## src/rtl/mips_ctrl_pkg.sv

```systemverilog
// rtl/mips_ctrl_pkg.sv - shared encodings and types for the multicycle MIPS control FSM
package mips_ctrl_pkg;

  // Opcodes taken from IR[31:26]
  localparam logic [5:0] OP_R    = 6'b000000;
  localparam logic [5:0] OP_LW   = 6'b100011;
  localparam logic [5:0] OP_SW   = 6'b101011;
  localparam logic [5:0] OP_BEQ  = 6'b000100;
  localparam logic [5:0] OP_ADDI = 6'b001000;
  localparam logic [5:0] OP_J    = 6'b000010;

  // R-type funct taken from IR[5:0]
  localparam logic [5:0] FN_JR = 6'b001000;

  // ALUOp values seen by the ALU control decoder
  localparam logic [1:0] ALUOP_ADD   = 2'b00;
  localparam logic [1:0] ALUOP_SUB   = 2'b01;
  localparam logic [1:0] ALUOP_FUNCT = 2'b10;
  localparam logic [1:0] ALUOP_JR    = 2'b11;

  // ALU B-operand mux
  localparam logic [1:0] SRCB_REG   = 2'b00;
  localparam logic [1:0] SRCB_FOUR  = 2'b01;
  localparam logic [1:0] SRCB_IMM   = 2'b10;
  localparam logic [1:0] SRCB_IMMSH = 2'b11;

  // PC source mux
  localparam logic [1:0] PCSRC_ALU    = 2'b00;
  localparam logic [1:0] PCSRC_ALUOUT = 2'b01;
  localparam logic [1:0] PCSRC_JUMP   = 2'b10;
  localparam logic [1:0] PCSRC_RS     = 2'b11;

  typedef enum logic [3:0] {
    S_FETCH    = 4'd0,
    S_DECODE   = 4'd1,
    S_MEMADR   = 4'd2,
    S_MEMREAD  = 4'd3,
    S_MEMWB    = 4'd4,
    S_MEMWRITE = 4'd5,
    S_EXECUTE  = 4'd6,
    S_ALUWB    = 4'd7,
    S_BRANCH   = 4'd8,
    S_ADDIEX   = 4'd9,
    S_ADDIWB   = 4'd10,
    S_JUMP     = 4'd11,
    S_JR       = 4'd12
  } state_t;

  // Full control word; field order matches the datapath-facing port list
  typedef struct packed {
    logic       pc_write;
    logic       pc_write_cond;
    logic       iord;
    logic       mem_read;
    logic       mem_write;
    logic       ir_write;
    logic       mem_to_reg;
    logic       reg_dst;
    logic       reg_write;
    logic       alu_src_a;
    logic [1:0] alu_src_b;
    logic [1:0] alu_op;
    logic [1:0] pc_source;
    logic       instr_done;
    logic       illegal_op;
  } ctrl_t;

  // True for every opcode the decoder can dispatch
  function automatic logic op_known(logic [5:0] op);
    return (op == OP_R) || (op == OP_LW) || (op == OP_SW) ||
           (op == OP_BEQ) || (op == OP_ADDI) || (op == OP_J);
  endfunction

endpackage

```

## src/rtl/mips_multicycle_control_if.sv

```systemverilog
// rtl/mips_multicycle_control_if.sv - IR fields, memory ready and control word between controller and datapath
interface mips_multicycle_control_if;
  logic [5:0] opcode;
  logic [5:0] funct;
  logic       mem_ready;
  logic       PCWrite;
  logic       PCWriteCond;
  logic       IorD;
  logic       MemRead;
  logic       MemWrite;
  logic       IRWrite;
  logic       MemtoReg;
  logic       RegDst;
  logic       RegWrite;
  logic       ALUSrcA;
  logic [1:0] ALUSrcB;
  logic [1:0] ALUOp;
  logic [1:0] PCSource;
  logic       instr_done;
  logic       illegal_op;
  logic [3:0] state_o;

  // Controller side
  modport master (
    input  opcode, funct, mem_ready,
    output PCWrite, PCWriteCond, IorD, MemRead, MemWrite, IRWrite, MemtoReg,
           RegDst, RegWrite, ALUSrcA, ALUSrcB, ALUOp, PCSource, instr_done,
           illegal_op, state_o
  );

  // Datapath side
  modport slave (
    output opcode, funct, mem_ready,
    input  PCWrite, PCWriteCond, IorD, MemRead, MemWrite, IRWrite, MemtoReg,
           RegDst, RegWrite, ALUSrcA, ALUSrcB, ALUOp, PCSource, instr_done,
           illegal_op, state_o
  );
endinterface

```

## src/rtl/mips_ctrl_outdec.sv

```systemverilog
// rtl/mips_ctrl_outdec.sv - combinational state to control-word decoder
module mips_ctrl_outdec
  import mips_ctrl_pkg::*;
(
  input  state_t     state_i,
  input  logic [5:0] opcode_i,
  input  logic       mem_ready_i,
  output ctrl_t      ctrl_o
);

  // Moore decode; only the fetch/store handshake and illegal_op look past the state
  always_comb begin
    ctrl_o = '0;
    case (state_i)
      S_FETCH: begin
        ctrl_o.mem_read  = 1'b1;
        ctrl_o.alu_src_b = SRCB_FOUR;
        ctrl_o.alu_op    = ALUOP_ADD;
        ctrl_o.pc_source = PCSRC_ALU;
        // IR and PC only commit once the instruction word is actually there
        ctrl_o.ir_write  = mem_ready_i;
        ctrl_o.pc_write  = mem_ready_i;
      end
      S_DECODE: begin
        ctrl_o.alu_src_b  = SRCB_IMMSH;
        ctrl_o.alu_op     = ALUOP_ADD;
        ctrl_o.illegal_op = ~op_known(opcode_i);
      end
      S_MEMADR: begin
        ctrl_o.alu_src_a = 1'b1;
        ctrl_o.alu_src_b = SRCB_IMM;
        ctrl_o.alu_op    = ALUOP_ADD;
      end
      S_MEMREAD: begin
        ctrl_o.mem_read = 1'b1;
        ctrl_o.iord     = 1'b1;
      end
      S_MEMWB: begin
        ctrl_o.reg_write  = 1'b1;
        ctrl_o.mem_to_reg = 1'b1;
        ctrl_o.instr_done = 1'b1;
      end
      S_MEMWRITE: begin
        // Strobe stays steady across wait cycles; done only when memory accepts
        ctrl_o.mem_write  = 1'b1;
        ctrl_o.iord       = 1'b1;
        ctrl_o.instr_done = mem_ready_i;
      end
      S_EXECUTE: begin
        ctrl_o.alu_src_a = 1'b1;
        ctrl_o.alu_src_b = SRCB_REG;
        ctrl_o.alu_op    = ALUOP_FUNCT;
      end
      S_ALUWB: begin
        ctrl_o.reg_dst    = 1'b1;
        ctrl_o.reg_write  = 1'b1;
        ctrl_o.instr_done = 1'b1;
      end
      S_BRANCH: begin
        ctrl_o.alu_src_a     = 1'b1;
        ctrl_o.alu_src_b     = SRCB_REG;
        ctrl_o.alu_op        = ALUOP_SUB;
        ctrl_o.pc_write_cond = 1'b1;
        ctrl_o.pc_source     = PCSRC_ALUOUT;
        ctrl_o.instr_done    = 1'b1;
      end
      S_ADDIEX: begin
        ctrl_o.alu_src_a = 1'b1;
        ctrl_o.alu_src_b = SRCB_IMM;
        ctrl_o.alu_op    = ALUOP_ADD;
      end
      S_ADDIWB: begin
        ctrl_o.reg_write  = 1'b1;
        ctrl_o.instr_done = 1'b1;
      end
      S_JUMP: begin
        ctrl_o.pc_write   = 1'b1;
        ctrl_o.pc_source  = PCSRC_JUMP;
        ctrl_o.instr_done = 1'b1;
      end
      S_JR: begin
        ctrl_o.alu_op     = ALUOP_JR;
        ctrl_o.pc_write   = 1'b1;
        ctrl_o.pc_source  = PCSRC_RS;
        ctrl_o.instr_done = 1'b1;
      end
      default: ctrl_o = '0;
    endcase
  end

endmodule

```

## src/rtl/mips_multicycle_control.sv

```systemverilog
// rtl/mips_multicycle_control.sv - multicycle MIPS main control FSM with memory ready stalls
module mips_multicycle_control
  import mips_ctrl_pkg::*;
#(
  parameter bit USE_MEM_READY = 1'b1
) (
  input  logic                      clk,
  input  logic                      reset,
  mips_multicycle_control_if.master bus
);

  state_t state_q;
  state_t state_d;
  ctrl_t  ctrl_raw;
  ctrl_t  ctrl;
  logic   ready_eff;

  // Without the handshake every memory access completes in its first cycle
  assign ready_eff = USE_MEM_READY ? bus.mem_ready : 1'b1;

  // Next-state sequencing; anything unexpected falls back to a fresh fetch
  always_comb begin
    state_d = S_FETCH;
    case (state_q)
      S_FETCH:    state_d = ready_eff ? S_DECODE : S_FETCH;
      S_DECODE: begin
        case (bus.opcode)
          OP_LW, OP_SW: state_d = S_MEMADR;
          OP_R:         state_d = (bus.funct == FN_JR) ? S_JR : S_EXECUTE;
          OP_BEQ:       state_d = S_BRANCH;
          OP_ADDI:      state_d = S_ADDIEX;
          OP_J:         state_d = S_JUMP;
          default:      state_d = S_FETCH;
        endcase
      end
      S_MEMADR: begin
        if (bus.opcode == OP_LW)      state_d = S_MEMREAD;
        else if (bus.opcode == OP_SW) state_d = S_MEMWRITE;
        else                          state_d = S_FETCH;
      end
      S_MEMREAD:  state_d = ready_eff ? S_MEMWB : S_MEMREAD;
      S_MEMWRITE: state_d = ready_eff ? S_FETCH : S_MEMWRITE;
      S_EXECUTE:  state_d = S_ALUWB;
      S_ADDIEX:   state_d = S_ADDIWB;
      default:    state_d = S_FETCH;
    endcase
  end

  // State register; reset aborts whatever instruction is in flight
  always_ff @(posedge clk) begin
    if (reset) state_q <= S_FETCH;
    else       state_q <= state_d;
  end

  mips_ctrl_outdec u_outdec (
    .state_i     (state_q),
    .opcode_i    (bus.opcode),
    .mem_ready_i (ready_eff),
    .ctrl_o      (ctrl_raw)
  );

  // Reset blanks the control word in the same cycle so no write can slip out
  assign ctrl = reset ? '0 : ctrl_raw;

  assign bus.PCWrite     = ctrl.pc_write;
  assign bus.PCWriteCond = ctrl.pc_write_cond;
  assign bus.IorD        = ctrl.iord;
  assign bus.MemRead     = ctrl.mem_read;
  assign bus.MemWrite    = ctrl.mem_write;
  assign bus.IRWrite     = ctrl.ir_write;
  assign bus.MemtoReg    = ctrl.mem_to_reg;
  assign bus.RegDst      = ctrl.reg_dst;
  assign bus.RegWrite    = ctrl.reg_write;
  assign bus.ALUSrcA     = ctrl.alu_src_a;
  assign bus.ALUSrcB     = ctrl.alu_src_b;
  assign bus.ALUOp       = ctrl.alu_op;
  assign bus.PCSource    = ctrl.pc_source;
  assign bus.instr_done  = ctrl.instr_done;
  assign bus.illegal_op  = ctrl.illegal_op;
  assign bus.state_o     = reset ? 4'd0 : 4'(state_q);

endmodule
```

## src/flat_wrapper.sv

```systemverilog
// flat-port wrapper written by rule: the top's interface ports become plain ports
module mips_multicycle_control_flat import mips_ctrl_pkg::*;
#(
  parameter bit USE_MEM_READY = 1'b1
)
  (clk, reset, bus_opcode, bus_funct, bus_mem_ready, bus_PCWrite, bus_PCWriteCond, bus_IorD, bus_MemRead, bus_MemWrite, bus_IRWrite, bus_MemtoReg, bus_RegDst, bus_RegWrite, bus_ALUSrcA, bus_ALUSrcB, bus_ALUOp, bus_PCSource, bus_instr_done, bus_illegal_op, bus_state_o);
  mips_multicycle_control_if bus_i ();
  input  logic clk;
  input  logic reset;
  input wire logic [$bits(bus_i.opcode)-1:0] bus_opcode;
  input wire logic [$bits(bus_i.funct)-1:0] bus_funct;
  input wire logic [$bits(bus_i.mem_ready)-1:0] bus_mem_ready;
  output wire logic [$bits(bus_i.PCWrite)-1:0] bus_PCWrite;
  output wire logic [$bits(bus_i.PCWriteCond)-1:0] bus_PCWriteCond;
  output wire logic [$bits(bus_i.IorD)-1:0] bus_IorD;
  output wire logic [$bits(bus_i.MemRead)-1:0] bus_MemRead;
  output wire logic [$bits(bus_i.MemWrite)-1:0] bus_MemWrite;
  output wire logic [$bits(bus_i.IRWrite)-1:0] bus_IRWrite;
  output wire logic [$bits(bus_i.MemtoReg)-1:0] bus_MemtoReg;
  output wire logic [$bits(bus_i.RegDst)-1:0] bus_RegDst;
  output wire logic [$bits(bus_i.RegWrite)-1:0] bus_RegWrite;
  output wire logic [$bits(bus_i.ALUSrcA)-1:0] bus_ALUSrcA;
  output wire logic [$bits(bus_i.ALUSrcB)-1:0] bus_ALUSrcB;
  output wire logic [$bits(bus_i.ALUOp)-1:0] bus_ALUOp;
  output wire logic [$bits(bus_i.PCSource)-1:0] bus_PCSource;
  output wire logic [$bits(bus_i.instr_done)-1:0] bus_instr_done;
  output wire logic [$bits(bus_i.illegal_op)-1:0] bus_illegal_op;
  output wire logic [$bits(bus_i.state_o)-1:0] bus_state_o;
  assign bus_i.opcode = bus_opcode;
  assign bus_i.funct = bus_funct;
  assign bus_i.mem_ready = bus_mem_ready;
  assign bus_PCWrite = bus_i.PCWrite;
  assign bus_PCWriteCond = bus_i.PCWriteCond;
  assign bus_IorD = bus_i.IorD;
  assign bus_MemRead = bus_i.MemRead;
  assign bus_MemWrite = bus_i.MemWrite;
  assign bus_IRWrite = bus_i.IRWrite;
  assign bus_MemtoReg = bus_i.MemtoReg;
  assign bus_RegDst = bus_i.RegDst;
  assign bus_RegWrite = bus_i.RegWrite;
  assign bus_ALUSrcA = bus_i.ALUSrcA;
  assign bus_ALUSrcB = bus_i.ALUSrcB;
  assign bus_ALUOp = bus_i.ALUOp;
  assign bus_PCSource = bus_i.PCSource;
  assign bus_instr_done = bus_i.instr_done;
  assign bus_illegal_op = bus_i.illegal_op;
  assign bus_state_o = bus_i.state_o;
  mips_multicycle_control #(.USE_MEM_READY(USE_MEM_READY)) u_core (.clk(clk), .reset(reset), .bus(bus_i));
endmodule
```

## config.mk

```make
export PLATFORM = sky130hd
export DESIGN_NAME = mips_multicycle_control_flat
export DESIGN_NICKNAME = d
export VERILOG_FILES = /design/src/rtl/mips_ctrl_pkg.sv /design/src/rtl/mips_multicycle_control_if.sv /design/src/rtl/mips_ctrl_outdec.sv /design/src/rtl/mips_multicycle_control.sv /design/src/flat_wrapper.sv
export SDC_FILE = /design/constraint.sdc
export NUM_CORES = 1
export LEC_CHECK = 0
export CAP_MARGIN = 30
export CORE_MARGIN = 2
export CORE_UTILIZATION = 43
export CTS_BUF_LIST = sky130_fd_sc_hd__clkbuf_4 sky130_fd_sc_hd__clkbuf_8
export CTS_CLUSTER_SIZE = 12
export DETAILED_ROUTE_END_ITERATION = 10
export PLACE_DENSITY = 0.87
export SYNTH_ARGS = -nofsm -noshare
export SYNTH_HDL_FRONTEND = slang
export SYNTH_SLANG_ARGS = --single-unit
```

## constraint.sdc

```tcl
create_clock -name clk -period 2.4 [get_ports clk]
set_input_delay 0.36 -clock clk [delete_from_list [all_inputs] [get_ports clk]]
set_output_delay 0.36 -clock clk [all_outputs]
set_load 0.1 [all_outputs]
```

==> metrics.md, run 1 <==
| Metric | Value |
|---|---|
| Worst-Skew Late Latency | 230 ps |
| Site Rows | 14 |
| Final Power | roughly 350 µW |
| Max reg flops | 4 |
| Clk_skew | 4.90 ps |
| Post-DRT Antenna Nets | 0 |
| GR Util All Layers | 0.311 |
| Diodes inserted | 0 |
| Seq. cell area | between 80 and 90 µm² |
| Tmin final | 2280 ps |
| Synth top area share | 0.117 |
| Seq/Total Area, Yosys | 0.117 |
| Non-Filler Instances | about 160 |
| Die Width | around 44 µm |
| Drt via density | 6.43 |
| Post-synth cell types | 36 |
| WP data arrival | around 1900 ps |
| Peak Freq | ~440 MHz |
| Drt pass-1 iters | 4 |
| CP max-delay cell | dfxtp_1 |
| IO Pins | 37 |
| Avg Cell Area, Syn | approximately 6.3 µm² |
| CTS Hold Bufs | 0 |
| Largest net degree at the start of global routing | 20 |
| Post-route DRC | 0 |
| Drt wl/cell | 17.3 µm |
| Most flops, register | u_core.state_q |
| Largest regs | u_core.state_q (4) |
| Area of the multi-input gates | roughly 630 µm² |
| Commonest non-fill, non-tap cell in the layout | buf_12 |
| Max cap viols | 0 |
| H-tree Lvls | 1 |
| FILL cells | 65 |
| CTS tree | done |
| Main synth FF type | dfxtp_1 |
| Dpl ws | about 230 ps |
| Drt total wl | between 2000 and 3000 µm |
| Top cells by area, synth | dfxtp_1, a21oi_1, nor2_1 |
| Reg clk slew, reported paths | approximately 40 ps |
| Synth-to-Final Area Change | 98.5% |
| Max Slew Vio Count | 0 |
| Req. time, crit path | slightly above 2000 ps |
| Vias | 1010 |
| Max Root-Sink Buffers | 2 |
| Largest family of logic cells by synthesized area | simple AND/OR/NAND/NOR gates |
| Final hold vios | 0 |
| Drt initial violations | 64 |
| Core Area | 1510 µm² |
| Synth Area in Compound Gates | 0.246 |
| Share of layout cells above drive strength 1 | 0.312 |
| Number of global-route vias before repair | between 900 and 1000 |
| Peak supply drop | between 0.0002 and 0.00025 V |
| Yosys warning count | 0 |
| CTS sink cnt | 4 |
| CP Class | register to primary output |
| Post-Syn Area | 687 µm² |
| Worst hold path class | register to register |
| Number of buffers created by CTS | 3 |
| Cells after Synth | roughly 110 |
| Critical path endpoint category | primary output |
| Synth Area in Simple Gates | 0.497 |
| PostCTS Resize Cnt | 0 |
| Adder-Cell Fraction of Synth Area | 0 |
| Fin nets | 158 |
| Register bit total from synthesis | 4 |
| Worst-path maximum fanout | 19 |
| Placer Congestion | approximately 0.87 |
| Pwr dens | approximately 260 nW/µm² |
| Fin crit share | 0.951 |
| Most frequent cells in the layout | buf_12, clkdlybuf4s50_1, nor2_1 |
| Family with the most delay on the worst path | flip-flops |
| Asr flop ratio synth | 0 |
| Setup violators final | 0 |
| Port Buf Inserts | 36 |
| DIE HEIGHT | roughly 44 µm |
| Mux cell area share after synthesis | 0.0291 |
| Number of flops mapped to enable cells by yosys | 0 |
| Placed Cells | ~150 |
| Startpoint Class | register |
| Die ar. | 1930 µm² |
| Worst path cell trace | nor2b_1, nand2b_1, a211oi_4, buf_12 |
| Remaining global-route overflow | 0 |
| Initial antenna violation count | 0 |
| First-pass GRT wire length | roughly 4500 µm |
| Cell taking the most area after synthesis | dfxtp_1 |
| Worst slew pin tran | 626 ps |
| RSZ-0062 raised after global routing | no |
| Post-CTS setup repair buffer count | 0 |
| Xor/xnor share of the synthesized area | 0.0255 |
| Worst setup margin | 118 ps |
| CP peak stage delay | ~700 ps |
| Status | complete, no violations |
| Relative slew slack | 0.582 |
| Syn_nets | roughly 120 |
| Post-detail-place hpwl | about 2100 µm |
| Initial Utilization | 0.456 |
| Buf+Inv Stages, Crit Path | 1 |
| Static Leak | a little under 0.5 nW |
| Clock root buffer | clkbuf_4 |
==> through the flow <==
| step | TNS [ps] | cell area [µm²] | hold WS [ps] | util |
|---|---|---|---|---|
| 4_1_cts | 0 | 1360 | 720 | 0.905 |
| 5_1_grt | 0 | 1360 | 760 | 0.905 |
| 2_1_floorplan | -4710 | 782 | 554 | - |
| 6_report | 0 | 1360 | 733 | 0.905 |
| 3_3_place_gp | 0 | 1340 | 695 | 0.890 |
| 3_5_place_dp | 0 | 1340 | 704 | 0.890 |
==> Yosys cell counts, types with 2 or more instances <==
cell type,count
nor2_1,14
a21oi_1,11
nand2b_1,8
nor3_1,8
o21ai_0,8
nor2b_1,7
clkbuf_1,6
dfxtp_1,4
a31oi_1,3
and3_1,3
inv_1,3
nor4_1,3
buf_2,2
mux2i_1,2
nand2_1,2
nand3b_1,2
nor3b_1,2
or4_1,2
xnor2_1,2
==> kinds of logic (layout without fill, tap and decap cells) <==
group | after synthesis | in the layout
compound gates | 29 | 29
buf+inv | 13 | 45
xor+xnor | 2 | 2
simple gates | 59 | 59
mux | 2 | 2
flops | 4 | 4
==> worst reg2reg max path, delay by kind of cell (launching register included) <==
kind / cells / cell delay, ps
flops: 1 / 490
simple gates: 3 / 1170
compound gates: 1 / 170
==> worst paths after layout <==
check / from / to / slack (ps) / cells past startpoint
setup / recovery: u_core.state_q[1] / bus_ALUSrcB[1] / 120 / 4
hold / removal: u_core.state_q[0] / u_core.state_q[3] / 730 / 2
setup reg to reg: u_core.state_q[1] / u_core.state_q[0] / 500 / 4
hold reg to reg: u_core.state_q[0] / u_core.state_q[3] / 730 / 2
==> per-layer routing <==
layer  routed length (µm)  GRT usage  vias to the layer above  part of all wire
met3                  219     0.0250                       25             0.081
met5                    0          0                        -                 0
met4                  174      0.152                        0             0.064
met2                 1470      0.612                       86              0.54
li1                     -          -                      457                 -
met1                  853      0.321                      442              0.31
==> where the power goes <==
group / total [mW] / switching, mW / leakage, nW / internal, mW
registers: 0.0793 / 0.0103 / 0.0328 / 0.0691
logic: 0.192 / 0.113 / 0.441 / 0.0794
clock network: 0.0823 / 0.0264 / 0.0138 / 0.0559
==> layout make-up <==
| type | count | area share |
|---|---|---|
| Multi-Input combinational cell | 92 | 0.459 |
| Clock buffer | 3 | 0.0165 |
| Sequential cell | 4 | 0.0596 |
| Inverter | 3 | 0.00826 |
| Timing Repair Buffer | 39 | 0.442 |
| Tap cell | 16 | 0.0147 |
No activity file was read; power rests on OpenSTA's default activity.
==> inputs of run 2 (changes only) <==
--- a/config.mk
+++ b/config.mk
@@ -6,7 +6,6 @@
 export NUM_CORES = 1
 export LEC_CHECK = 0
 export CAP_MARGIN = 30
-export CORE_MARGIN = 2
 export CORE_UTILIZATION = 43
 export CTS_BUF_LIST = sky130_fd_sc_hd__clkbuf_4 sky130_fd_sc_hd__clkbuf_8
 export CTS_CLUSTER_SIZE = 12
==> run 2 against run 1 <==
  * Die area is 8.9% lower
  * Via count is 2.7% lower
  * Global-route usage is 2.8 points lower
  * Utilization is 0.50 points higher
  * Critical endpoint is now bus_ALUOp[1]
  * Non-clock buffer count is 1 higher
  * Critical path depth is 1 lower
  * Flip-flop and latch count stayed put
  * Cell count is 0.64% higher
==> metrics.md, run 2 (synthesis results as in run 1) <==
| Metric | Value |
|---|---|
| Tmin final | ~2300 ps |
| Diodes inserted | 0 |
| Largest regs | u_core.state_q (4) |
| CP Class | register to primary output |
| Worst hold path class | register to register |
| Util after Layout | 0.910 |
| CTS tree | done |
| Status | complete, no violations |
| Number of global-route vias before repair | roughly 890 |
| Req. time, crit path | around 2000 ps |
| Drt pass-1 iters | 5 |
| Die ar. | approximately 1800 µm² |
| IO Pins | 37 |
| Die Width | approximately 42 µm |
| Max cap viols | 0 |
| Initial antenna violation count | 0 |
| Fin crit share | 0.941 |
| Fin nets | 159 |
| Area after DPL | ~1300 µm² |
| Post-route DRC | 0 |
| CP max-delay cell | dfxtp_1 |
| GR Util All Layers | 0.283 |
| Placer Congestion | approximately 0.87 |
| H-tree Lvls | 1 |
| Worst-Skew Late Latency | approximately 250 ps |
| Site Rows | 14 |
| Commonest non-fill, non-tap cell in the layout | buf_12 |
| Most flops, register | u_core.state_q |
| Number of buffers created by CTS | 3 |
| Non-Filler Instances | around 160 |
| Worst path cell trace | nand2b_1, a2111oi_4, buf_12 |
| Share of layout cells above drive strength 1 | 0.317 |
| Worst-path maximum fanout | 19 |
| Final hold vios | 0 |
| Most frequent cells in the layout | buf_12, clkdlybuf4s50_1, nor2_1 |
| Dpl ws | around 300 ps |
| Post-DRT Antenna Nets | 0 |
| Post-detail-place hpwl | between 1500 and 2000 µm |
| Final instance area | 1370 µm² |
| FILL cells | 64 |
| Setup violators final | 0 |
| Post-CTS setup repair buffer count | 0 |
| Vias | 983 |
| First-pass GRT wire length | around 3800 µm |
| Drt wl/cell | around 15 µm |
| RSZ-0062 raised after global routing | no |
| Pwr dens | 261 nW/µm² |
| CP peak stage delay | about 700 ps |
| WP data arrival | approximately 1900 ps |
| Worst slew pin tran | around 640 ps |
| Relative slew slack | 0.575 |
| PostCTS Resize Cnt | 0 |
| Core Area | about 1500 µm² |
| Clock root buffer | clkbuf_4 |
| CTS Hold Bufs | 0 |
| Reg clk slew, reported paths | ~40 ps |
| Startpoint Class | register |
| Critical path endpoint category | primary output |
| CTS sink cnt | 4 |
| Synth-to-Final Area Change | 99.6% |
| Final Power | ~360 µW |
| Peak supply drop | 0.000241 V |
| Static Leak | about 0.49 nW |
| Max Root-Sink Buffers | 2 |
| Drt total wl | approximately 2300 µm |
| Drt via density | about 6.2 |
| Drt initial violations | between 50 and 60 |
| Max Slew Vio Count | 0 |
| Largest net degree at the start of global routing | 20 |
| DIE HEIGHT | 42.0 µm |
| Worst setup margin | roughly 140 ps |
| Remaining global-route overflow | 0 |
| Max reg flops | 4 |
| Clk_skew | around 9.4 ps |
| Initial Utilization | 0.456 |
| Peak Freq | between 400 and 500 MHz |
| Port Buf Inserts | 36 |
| Placed Cells | 155 |
==> run 2: cell types whose count changed in the layout (fill, tap and decap cells not counted), sizes merged <==
cell	before	now
buf	25	26
==> run 2: layout make-up <==
cell class | count | area (µm²) | area share
clock buffer | 3 | 22.5 | 0.0164
inverter | 3 | 11.3 | 0.00821
multi-input combinational | 92 | 626 | 0.456
sequential | 4 | 81.3 | 0.0593
tap | 16 | 20.0 | 0.0146
timing repair buffer | 40 | 611 | 0.445
==> run 2: critical path, delay by kind of cell (launching register included) <==
family / cells / cell delay [ps]
flops: 1 / 720
compound gates: 1 / 450
simple gates: 1 / 270
buf+inv: 1 / 220
==> run 2: layer usage <==
| metal | GRT usage | vias up | routed length, µm |
|---|---|---|---|
| met5 | 0 | - | 0 |
| met4 | 0.103 | 0 | 64 |
| met3 | 0.0388 | 12 | 152 |
| met2 | 0.556 | 69 | 1330 |
| met1 | 0.299 | 441 | 794 |
| li1 | - | 461 | - |
==> run 2: where the power goes <==
group / internal (mW) / switching [mW] / total [mW]
sequential: 0.0690 / 0.0105 / 0.0795
combinational: 0.0805 / 0.109 / 0.190
clock: 0.0563 / 0.0323 / 0.0885
total: 0.206 / 0.152 / 0.358
==> run 2: final timing paths <==
| kind | start | to | slack [ps] | cells after the start |
|---|---|---|---|---|
| max | u_core.state_q[1] | bus_ALUOp[1] | 140 | 3 |
| min | u_core.state_q[0] | u_core.state_q[3] | 720 | 2 |
| max reg2reg | u_core.state_q[1] | u_core.state_q[0] | 490 | 4 |
| min reg2reg | u_core.state_q[0] | u_core.state_q[3] | 720 | 2 |
==> run 2: metrics by stage <==
step	hold WS [ps]	TNS [ps]
after global placement	689	0
final	717	0
after detailed placement	708	0
after global routing	732	0
after CTS	711	0
after floorplan	554	-4710
==> inputs of run 3 (changes only) <==
--- a/config.mk
+++ b/config.mk
@@ -6,11 +6,11 @@
 export NUM_CORES = 1
 export LEC_CHECK = 0
 export CAP_MARGIN = 30
-export CORE_UTILIZATION = 43
-export CTS_BUF_LIST = sky130_fd_sc_hd__clkbuf_4 sky130_fd_sc_hd__clkbuf_8
+export CORE_UTILIZATION = 41
+export CTS_BUF_LIST = sky130_fd_sc_hd__clkbuf_16
 export CTS_CLUSTER_SIZE = 12
 export DETAILED_ROUTE_END_ITERATION = 10
-export PLACE_DENSITY = 0.87
+export PLACE_DENSITY = 0.84
 export SYNTH_ARGS = -nofsm -noshare
 export SYNTH_HDL_FRONTEND = slang
 export SYNTH_SLANG_ARGS = --single-unit
==> run 3 against run 2 <==
  * Cell count unchanged
  * Worst setup slack worse by 29 ps
  * Non-clock buffer count unchanged
  * Count of clock-buffer cells in the layout unchanged
  * Global-route usage up 4.8 points
  * Highest routed layer unchanged
==> metrics.md, run 3 (synthesis results as in run 1) <==
| Metric | Value |
|---|---|
| Startpoint Class | register |
| Max cap viols | 0 |
| CTS tree | done |
| Relative slew slack | 0.573 |
| Status | complete, no violations |
| Drt wl/cell | about 18 µm |
| Drt pass-1 iters | 4 |
| WP data arrival | just under 2000 ps |
| Drt via density | around 6.5 |
| Die Width | approximately 43 µm |
| Diodes inserted | 0 |
| Max Slew Vio Count | 0 |
| Max Root-Sink Buffers | 2 |
| Hold_sp | u_core.state_q[0] |
| Util after Layout | 0.924 |
| Met3 Use GR | 0.0596 |
| CTS sink cnt | 4 |
| Worst R2R Setup Slack | roughly 500 ps |
| Hold Path Stages | 2 |
| Clock root buffer | clkbuf_16 |
| Post-DRT Antenna Nets | 0 |
| Drt total wl | ~2800 µm |
| Met2 Resource Use GR | 0.585 |
| Vias | ~1000 |
| Post-route DRC | 0 |
| Most flops, register | u_core.state_q |
| Post-CTS setup repair buffer count | 0 |
| Peak supply drop | about 0.00034 V |
| Fin crit share | 0.953 |
| DIE HEIGHT | 42.9 µm |
| Largest regs | u_core.state_q (4) |
| Worst hold path class | register to register |
| Final hold vios | 0 |
| Critical path endpoint category | primary output |
| First-pass GRT wire length | approximately 4600 µm |
| Hold Crit Endpoint | u_core.state_q[3] |
| Site Rows | 14 |
| Reg-to-Reg Start | u_core.state_q[1] |
| Commonest non-fill, non-tap cell in the layout | buf_12 |
| H-tree Lvls | 1 |
| PostCTS Resize Cnt | 0 |
| Number of buffers created by CTS | 3 |
| Die ar. | 1840 µm² |
| FILL cells | 61 |
| Grt peak-use layer | met2 |
| Remaining global-route overflow | 0 |
| Pwr dens | 373 nW/µm² |
| Clk_skew | 3.77 ps |
| Reg2Reg Capture Point | u_core.state_q[0] |
| CTS Hold Bufs | 0 |
| Worst-Skew Late Latency | 230 ps |
| Placer Congestion | roughly 0.87 |
| Core Area | approximately 1500 µm² |
| Largest net degree at the start of global routing | 20 |
| Setup violators final | 0 |
| TNS Setup | 0 ps |
| Drt initial violations | 50 |
| IO Pins | 37 |
| Number of global-route vias before repair | approximately 1000 |
| Initial antenna violation count | 0 |
| Final instance area | around 1400 µm² |
| Static Leak | 0.516 nW |
| Share of layout cells above drive strength 1 | 0.317 |
| Max reg flops | 4 |
| Synth-to-Final Area Change | 107% |
| Initial Utilization | 0.446 |
| Port Buf Inserts | 36 |
| Worst-path maximum fanout | 19 |
| Area after DPL | 1350 µm² |
| Met1 Usage GRT | 0.350 |
| Tmin final | approximately 2300 ps |
| Fin nets | between 150 and 200 |
| Peak Freq | between 400 and 500 MHz |
| Most frequent cells in the layout | buf_12, clkdlybuf4s50_1, nor2_1 |
| Reg2Reg Depth | 4 |
| Reg clk slew, reported paths | approximately 30 ps |
| GR Util All Layers | 0.332 |
| RSZ-0062 raised after global routing | no |
| Worst slew pin tran | roughly 640 ps |
| Post-detail-place hpwl | 1710 µm |
| Req. time, crit path | about 2000 ps |
| CP Class | register to primary output |
-- run 3: cell types whose count changed in the layout (fill, tap and decap cells not counted) --
| cell | delta |
|---|---|
| clkbuf_16 | +3 |
| clkbuf_4 | -3 |
-- run 3: cell type report --
type / instances / area, µm² / area share
clock buffers: 3 / 75.1 / 0.0527
inverters: 3 / 11.3 / 0.00791
multi-input cells: 92 / 626 / 0.439
flip-flops and latches: 4 / 81.3 / 0.0571
well taps: 16 / 20.0 / 0.0141
repair buffers: 40 / 611 / 0.429
-- run 3: worst max-delay path by stage --
stage | start | endpoint | slack, ps | cells after the start
4_1_cts | u_core.state_q[1] | bus_PCWrite | 140 | 5
5_1_grt | u_core.state_q[1] | bus_PCWrite | 30 | 5
3_3_place_gp | bus_opcode[2] | bus_illegal_op | 340 | 6
6_report | u_core.state_q[1] | bus_PCWrite | 110 | 5
3_5_place_dp | bus_opcode[2] | bus_illegal_op | 280 | 6
2_1_floorplan | u_core.state_q[3] | bus_MemWrite | -670 | 3
-- run 3: worst max-delay path: stages, from the launching register on --
cell	delay, ps
dfxtp_1	720
nor2_1	150
a21oi_1	250
nor2_2	90
or2_2	310
buf_12	180
-- run 3: metal layers --
layer / wire, µm / share of wire / vias to the layer above
li1: - / - / 458
met1: 980 / 0.35 / 456
met2: 1420 / 0.50 / 84
met3: 214 / 0.076 / 26
met4: 204 / 0.072 / 0
met5: 0 / 0 / -
-- run 3: stage by stage --
stage	hold WS, ps	power [mW]	instances	setup slack, ps
4_1_cts	721	0.531	158	143
6_report	731	0.532	158	113
3_3_place_gp	694	0.264	155	336
5_1_grt	764	0.545	158	25.9
3_5_place_dp	698	0.268	155	283
2_1_floorplan	554	0.195	109	-672
-- run 3: report_power, final --
part           switching, mW  total [mW]  internal, mW
Combinational          0.113       0.193        0.0805
Clock                 0.0462       0.259         0.213
Sequential            0.0105      0.0798        0.0693
Total                  0.169       0.532         0.363
